$ cat src/rtl/loop_ctrl_pkg.sv
// loop_ctrl_pkg: shared widths and FSM state type for the loop-control stage
package loop_ctrl_pkg;
  localparam int CNT_W = 8;
  localparam int PC_W = 10;
  typedef enum logic [1:0] {IDLE, ARMED, BRANCH} loop_state_t;
endpackage

$ cat src/rtl/loop_ctrl_if.sv
// loop_ctrl_if: count-register port and backward-branch handshake to fetch
interface loop_ctrl_if;
  import loop_ctrl_pkg::*;
  logic br_valid;
  logic br_ready;
  logic [PC_W-1:0] br_target;
  logic [CNT_W-1:0] cnt_q;
  logic [CNT_W-1:0] cnt_di;
  logic cnt_we;
  modport master(output br_valid, br_target, cnt_di, cnt_we, input br_ready, cnt_q);
  modport slave(input br_valid, br_target, cnt_di, cnt_we, output br_ready, cnt_q);
endinterface

$ cat src/rtl/loop_ctrl.sv
// loop_ctrl: single-level loop FSM with decrement-and-branch to fetch.
// Define LOOP_CTRL_ITER_CNT_EN to add the saturating perf_iters branch counter.
module loop_ctrl
  import loop_ctrl_pkg::*;
(
  input  logic clk,
  input  logic rst_n,
  input  logic stall,
  input  logic op_setcnt,
  input  logic op_loopbeg,
  input  logic op_loopend,
  input  logic [CNT_W-1:0] data_in,
  input  logic [PC_W-1:0] pc,
  loop_ctrl_if.master bus,
  output logic hold,
  output logic armed,
  output logic err
`ifdef LOOP_CTRL_ITER_CNT_EN
  ,
  output logic [15:0] perf_iters
`endif
);
  loop_state_t state, state_nx;
  logic [PC_W-1:0] start_pc;
  logic eff, set, beg, lend, dec, err_nx;
  always_comb begin
    eff = !stall && state != BRANCH;
    set = eff && op_setcnt;
    beg = eff && !op_setcnt && op_loopbeg;
    lend = eff && !op_setcnt && !op_loopbeg && op_loopend && state == ARMED;
    dec = lend && bus.cnt_q != '0;
    err_nx = eff && ((op_setcnt && (op_loopbeg || op_loopend)) || (op_loopbeg && op_loopend)
      || (beg && state == ARMED)
      || (op_loopend && !op_setcnt && !op_loopbeg && state == IDLE));
    bus.cnt_we = set || dec;
    bus.cnt_di = set ? data_in : dec ? bus.cnt_q - 1'b1 : '0;
    state_nx = beg ? ARMED
             : lend ? (bus.cnt_q > CNT_W'(1) ? BRANCH : IDLE)
             : (state == BRANCH && bus.br_ready) ? ARMED
             : state;
  end
  always_ff @(posedge clk or negedge rst_n) begin
    if (!rst_n) begin
      state <= IDLE;
      start_pc <= '0;
      err <= 1'b0;
    end else begin
      state <= state_nx;
      if (beg) start_pc <= pc + 1'b1;
      if (err_nx) err <= 1'b1;
    end
  end
  // branch outputs decode straight from the state flop so reset drops them at once
  assign bus.br_valid = state == BRANCH;
  assign bus.br_target = start_pc;
  assign hold = state == BRANCH;
  assign armed = state != IDLE;
`ifdef LOOP_CTRL_ITER_CNT_EN
  always_ff @(posedge clk or negedge rst_n) begin
    if (!rst_n) perf_iters <= '0;
    else if (bus.br_valid && bus.br_ready && perf_iters != 16'hFFFF) perf_iters <= perf_iters + 1'b1;
  end
`endif
endmodule
$ cat src/flat_wrapper.sv
// flat-port wrapper written by rule: the top's interface ports become plain ports
module loop_ctrl_flat import loop_ctrl_pkg::*;
  (clk, rst_n, stall, op_setcnt, op_loopbeg, op_loopend, data_in, pc, hold, armed, err, bus_br_valid, bus_br_target, bus_cnt_di, bus_cnt_we, bus_br_ready, bus_cnt_q);
  loop_ctrl_if bus_i ();
  input  logic clk;
  input  logic rst_n;
  input  logic stall;
  input  logic op_setcnt;
  input  logic op_loopbeg;
  input  logic op_loopend;
  input  logic [CNT_W-1:0] data_in;
  input  logic [PC_W-1:0] pc;
  output logic hold;
  output logic armed;
  output logic err;
  output wire logic [$bits(bus_i.br_valid)-1:0] bus_br_valid;
  output wire logic [$bits(bus_i.br_target)-1:0] bus_br_target;
  output wire logic [$bits(bus_i.cnt_di)-1:0] bus_cnt_di;
  output wire logic [$bits(bus_i.cnt_we)-1:0] bus_cnt_we;
  input wire logic [$bits(bus_i.br_ready)-1:0] bus_br_ready;
  input wire logic [$bits(bus_i.cnt_q)-1:0] bus_cnt_q;
  assign bus_br_valid = bus_i.br_valid;
  assign bus_br_target = bus_i.br_target;
  assign bus_cnt_di = bus_i.cnt_di;
  assign bus_cnt_we = bus_i.cnt_we;
  assign bus_i.br_ready = bus_br_ready;
  assign bus_i.cnt_q = bus_cnt_q;
  loop_ctrl u_core (.clk(clk), .rst_n(rst_n), .stall(stall), .op_setcnt(op_setcnt), .op_loopbeg(op_loopbeg), .op_loopend(op_loopend), .data_in(data_in), .pc(pc), .bus(bus_i), .hold(hold), .armed(armed), .err(err));
endmodule
$ cat config.mk
export PLATFORM = sky130hd
export DESIGN_NAME = loop_ctrl_flat
export DESIGN_NICKNAME = d
export VERILOG_FILES = /design/src/rtl/loop_ctrl_pkg.sv /design/src/rtl/loop_ctrl_if.sv /design/src/rtl/loop_ctrl.sv /design/src/flat_wrapper.sv
export SDC_FILE = /design/constraint.sdc
export NUM_CORES = 1
export LEC_CHECK = 0
export BUFFER_PORTS_ARGS = -buffer_cell sky130_fd_sc_hd__buf_4
export CAP_MARGIN = 5
export CORE_MARGIN = 4
export CORE_UTILIZATION = 43
export CTS_BUF_LIST = sky130_fd_sc_hd__clkbuf_16
export DETAILED_ROUTE_END_ITERATION = 8
export PLACE_DENSITY = 0.78
export SYNTH_ARGS = -nofsm -noshare
export SYNTH_HDL_FRONTEND = slang
export SYNTH_SLANG_ARGS = --single-unit
$ cat constraint.sdc
create_clock -name clk -period 1.99 [get_ports clk]
set_input_delay 0.398 -clock clk [delete_from_list [all_inputs] [get_ports clk]]
set_output_delay 0.398 -clock clk [all_outputs]
set_load 0.02 [all_outputs]
==> results.md <==
Setup path:
- The slowest stage of the critical path is the sky130_fd_sc_hd__or4_4 cell.
- The critical path goes through buf_6 > or4_4 > nor3_4 > a21o_4 > o21ai_1 > buf_4.
- The worst setup path is launched from an input pin.
- The endpoint class of the critical path is an output pin.
- The maximum fanout along the worst path is 8.
- The number of cells on the worst reg-to-reg path is 6.
- The worst path buffer plus inverter count is 2.
- The start-to-end type of the worst setup path is input pin to output pin.
- The cell count along the critical path is 6.
- On the worst path, the slowest cell contributes a delay of 570 ps.
- For the worst setup path, the data required time is 1590 ps.
- Grouping stages by cell kind, the critical path spends the most delay in simple AND/OR/NAND/NOR gates.
- The data arrival time of the worst path is 1700 ps.

Layout:
- With fillers left out, the area of the finished cells amounts to 0.001697 mm^2.
- The count of nets after finishing is 227.
- Registers take 325.3 um^2.
- The fraction of layout cells with a size suffix above 1 is 47.62%.
- The number of antenna diodes is 0.
- After filler insertion, the fill cell instance count of the layout stands at 152.
- The layout-stage area growth over the synthesis result is 72.52%.
- The total area of multi-input combinational cells is 658.1 um^2.

STA:
- The time the final worst path needs with I/O delays and setup is 2101 ps.
- The number of pins exceeding their max-slew limit in the final report was 0.
- The setup total negative slack is -667.2 ps.
- For this run, the top clock speed supported by timing is 0.4759 GHz.
- The final cycle utilization of the critical path is 105.6%.
- Setup violations remaining at the end of the flow were counted as 9.
- The relative slew slack is 76.38%.
- Across all setup checks in the final design, the least slack found is -111.5 ps.
- For the final database, setup skew stands at 2.853 ps.
- The final hold violation count was 0.
- Setup repair after global routing could not meet its margin everywhere.
- The transition time at the pin with the least slew margin is 353.2 ps.

Worst hold path:
- The hold path depth is 2.
- The type of the most critical hold path is input pin to flip-flop.

Routing:
- The routed layout has 1,091 vias.
- The first detailed-routing pass ran for 4 iterations.
- Dividing the detail-routed wire length by the instance count gives 13.39 um.
- The final routed wirelength across all metal layers is 2905 um.
- The count of nets left with antenna violations once routing finished came out at 0.
- The ratio of routed vias to standard cells is 5.028.
- After detailed routing, the number of remaining DRC violations is 0.
- The starting DRC count in detailed routing is 10.

Yosys:
- Counting flops and latches in the post-synthesis netlist gives 13.
- For this run, asynchronously set or reset flops after synthesis account for 100.0%.
- The synthesized netlist cell count is 116.
- Synthesis produced a netlist with a net count of 153.
- The post-synthesis sequential area ratio is 33.08%.
- The cell area that synthesis handed to floorplanning was 983.4 um^2.
- The number of different library cells in the post-synthesis netlist is 33.
- Yosys mapped a number of flops with a built-in enable equal to 0.
- Yosys printed 0 warnings.
- The post-synthesis average cell area is 8.478 um^2.
- In the synthesized netlist the dominant register cell turns out to be sky130_fd_sc_hd__dfrtp_1.

Die:
- The die is 55.83 um wide.
- In this run the vertical extent of the chip is 55.83 um.
- The row count is 17.
- The core region is 0.002191 mm^2.
- For this design the top-level I/O count stands at 56.
- The die area is 0.003116 mm^2.
- The initial core utilization is 44.89%.

Pwr:
- The peak supply drop is 0.9463 mV.
- The leakage component of the power is 0.7896 nW.
- The power density over cell area is 712.8 mW/mm^2.

Global routing:
- Global routing consumed, over all layers together, 20.34% of the routing resources.
- The initial antenna violation count is 0.
- The first global-routing pass estimated 5119 um of wire.
- Global routing finished with a remaining overflow of 0.
- The maximum number of pins on one net before global-route repair is 14.
- The number of global-route vias before repair came to 1,150.

Clock network:
- The total CTS buffers is 3.
- The clock-pin slew reported for the worst setup and hold paths after clock tree synthesis is 40 ps.
- The number of clock sinks seen by CTS is 13.
- The buffer depth of the longest clock path is 2.
- For the worst-skew pair, the clock arrives at the later sink with an insertion delay of 240 ps.
- The TritonCTS clock tree is yes.
- The clock root buffer master is sky130_fd_sc_hd__clkbuf_16.
- CTS built an H-tree with a depth of 1.

Placed design:
- Summing all placed instances gives a cell area of 0.001529 mm^2.
- The placer's final routability congestion estimate is 0.7963.
- Before CTS, the worst setup slack after placement is -148.3 ps.
- In this run the tool buffered the top-level ports with 55 buffer cells.
- The estimated wirelength of the detail-placed design is 2433 um.

Outcome:
- The checks that failed: negative setup slack.
- The flow ran to the end, but the final reports show violations.

Job:
- Max-cap violations in this run came to 0.
## cell type report
cell class	instances	area share [%]
Sequential cell	13	19.17
Inverter	7	1.549
Tap cell	28	2.065
Timing Repair Buffer	71	33.78
Multi-Input combinational cell	94	38.79
Clock buffer	3	4.425
Clock inverter	1	0.2212
## power by group
group,switching (W),internal (W),leakage (nW)
Sequential,0.0000364,0.000320,0.143
Clock,0.000109,0.000265,0.0423
Combinational,0.000242,0.000237,0.604
Total,0.000388,0.000822,0.790
## cell families (layout without fill, tap and decap cells)
logic type / count (synthesis) / after routing / share of synthesized area [%]
and+or+nand+nor: 50 / 50 / 28.25
AOI/OAI and AO/OA: 24 / 24 / 14.63
xor gates and xnor gates: 13 / 13 / 11.58
DFF: 13 / 13 / 33.08
buffers and inverters: 9 / 82 / 4.199
adders and majority gates: 4 / 4 / 5.089
muxes: 3 / 3 / 3.181
## final timing paths
| check | from | end | slack, ps |
|---|---|---|---|
| min in group asynchronous | rst_n | u_core.bus.br_target[5] | 540 |
| worst max register to register | u_core.state[1] | u_core.bus.br_target[6] | 370 |
| worst min register to register | u_core.err | u_core.err | 490 |
| worst max-delay path | bus_cnt_q[5] | bus_cnt_di[2] | -110 |
| worst min-delay path | pc[0] | u_core.bus.br_target[0] | 370 |
| max in group asynchronous | rst_n | u_core.bus.br_target[2] | 1280 |
## state kept, by name, summed over array words and instances (netlist names)
| register | count |
|---|---|
| u_core.bus.br_target | 10 |
| u_core.state | 2 |
| u_core.err | 1 |
## routing by layer
metal	vias to the layer above	track usage [%]	wire (um)
li1	540	-	-
met1	519	22.41	1088
met2	26	38.34	1611
met3	6	5.568	158
met4	0	4.746	46
met5	-	0	0
## metrics by stage
step | total power [W] | cells | hold slack (ps) | utilization [%]
after CTS | 0.001213 | 217 | 362.8 | 76.07
after global placement | 0.0008020 | 212 | 249.5 | 69.79
after detailed placement | 0.0008190 | 212 | 253.4 | 69.79
after floorplan | 0.0005795 | 116 | 102.4 | -
final | 0.001209 | 217 | 366.5 | 77.44
after global routing | 0.001278 | 217 | 365.8 | 77.44
## cell usage in the layout, fill, tap and decap left out
| master | n |
|---|---|
| sky130_fd_sc_hd__a211oi_1 | 1 |
| sky130_fd_sc_hd__a21o_4 | 1 |
| sky130_fd_sc_hd__a21oi_1 | 9 |
| sky130_fd_sc_hd__a22o_1 | 1 |
| sky130_fd_sc_hd__and3_1 | 1 |
| sky130_fd_sc_hd__buf_4 | 60 |
| sky130_fd_sc_hd__buf_6 | 10 |
| sky130_fd_sc_hd__clkbuf_16 | 3 |
| sky130_fd_sc_hd__dfrtp_1 | 13 |
| sky130_fd_sc_hd__dlygate4sd3_1 | 1 |
| sky130_fd_sc_hd__ha_1 | 4 |
| sky130_fd_sc_hd__inv_1 | 8 |
| sky130_fd_sc_hd__mux2_2 | 1 |
| sky130_fd_sc_hd__mux2i_1 | 2 |
| sky130_fd_sc_hd__nand2_1 | 10 |
| sky130_fd_sc_hd__nand2b_1 | 2 |
| sky130_fd_sc_hd__nand2b_4 | 1 |
| sky130_fd_sc_hd__nand3_1 | 4 |
| sky130_fd_sc_hd__nand4_1 | 1 |
| sky130_fd_sc_hd__nor2_1 | 18 |
| sky130_fd_sc_hd__nor2b_1 | 1 |
| sky130_fd_sc_hd__nor3_1 | 2 |
| sky130_fd_sc_hd__nor3_4 | 2 |
| sky130_fd_sc_hd__nor3b_1 | 1 |
| sky130_fd_sc_hd__nor3b_2 | 2 |
| sky130_fd_sc_hd__nor4_1 | 1 |
| sky130_fd_sc_hd__nor4_4 | 1 |
| sky130_fd_sc_hd__o21ai_0 | 2 |
| sky130_fd_sc_hd__o21ai_1 | 2 |
| sky130_fd_sc_hd__o21ai_2 | 7 |
| sky130_fd_sc_hd__o41ai_1 | 1 |
| sky130_fd_sc_hd__or2_2 | 1 |
| sky130_fd_sc_hd__or3_1 | 1 |
| sky130_fd_sc_hd__or4_4 | 1 |
| sky130_fd_sc_hd__xnor2_1 | 10 |
| sky130_fd_sc_hd__xor2_1 | 3 |
## synth_stat cells, types with 2 or more instances
cell type | number | area (um^2)
sky130_fd_sc_hd__mux2i_1 | 2 | 20.02
sky130_fd_sc_hd__nor3b_1 | 2 | 15.01
sky130_fd_sc_hd__nand3_1 | 4 | 20.02
sky130_fd_sc_hd__nor3_1 | 2 | 10.01
sky130_fd_sc_hd__ha_1 | 4 | 50.05
sky130_fd_sc_hd__inv_1 | 7 | 26.28
sky130_fd_sc_hd__nand2_1 | 10 | 37.54
sky130_fd_sc_hd__xor2_1 | 3 | 26.28
sky130_fd_sc_hd__o21ai_1 | 7 | 35.03
sky130_fd_sc_hd__dfrtp_1 | 13 | 325.3
sky130_fd_sc_hd__buf_4 | 2 | 15.01
sky130_fd_sc_hd__nor2_1 | 18 | 67.56
sky130_fd_sc_hd__nand2b_1 | 3 | 18.77
sky130_fd_sc_hd__xnor2_1 | 10 | 87.58
sky130_fd_sc_hd__a21oi_1 | 9 | 45.04
sky130_fd_sc_hd__o21ai_0 | 3 | 15.01
## repair_timing
| action | in CTS | in global routing |
|---|---|---|
| gates resized for setup | 12 | 8 |
| hold endpoints to repair | 13 | 0 |
| buffers inserted | 0 | 0 |
| pin swaps | 6 | 4 |
| endpoints found under the setup margin | 9 | 9 |
| hold buffers | 1 | 0 |
No activity file was read; power rests on OpenSTA's default activity.
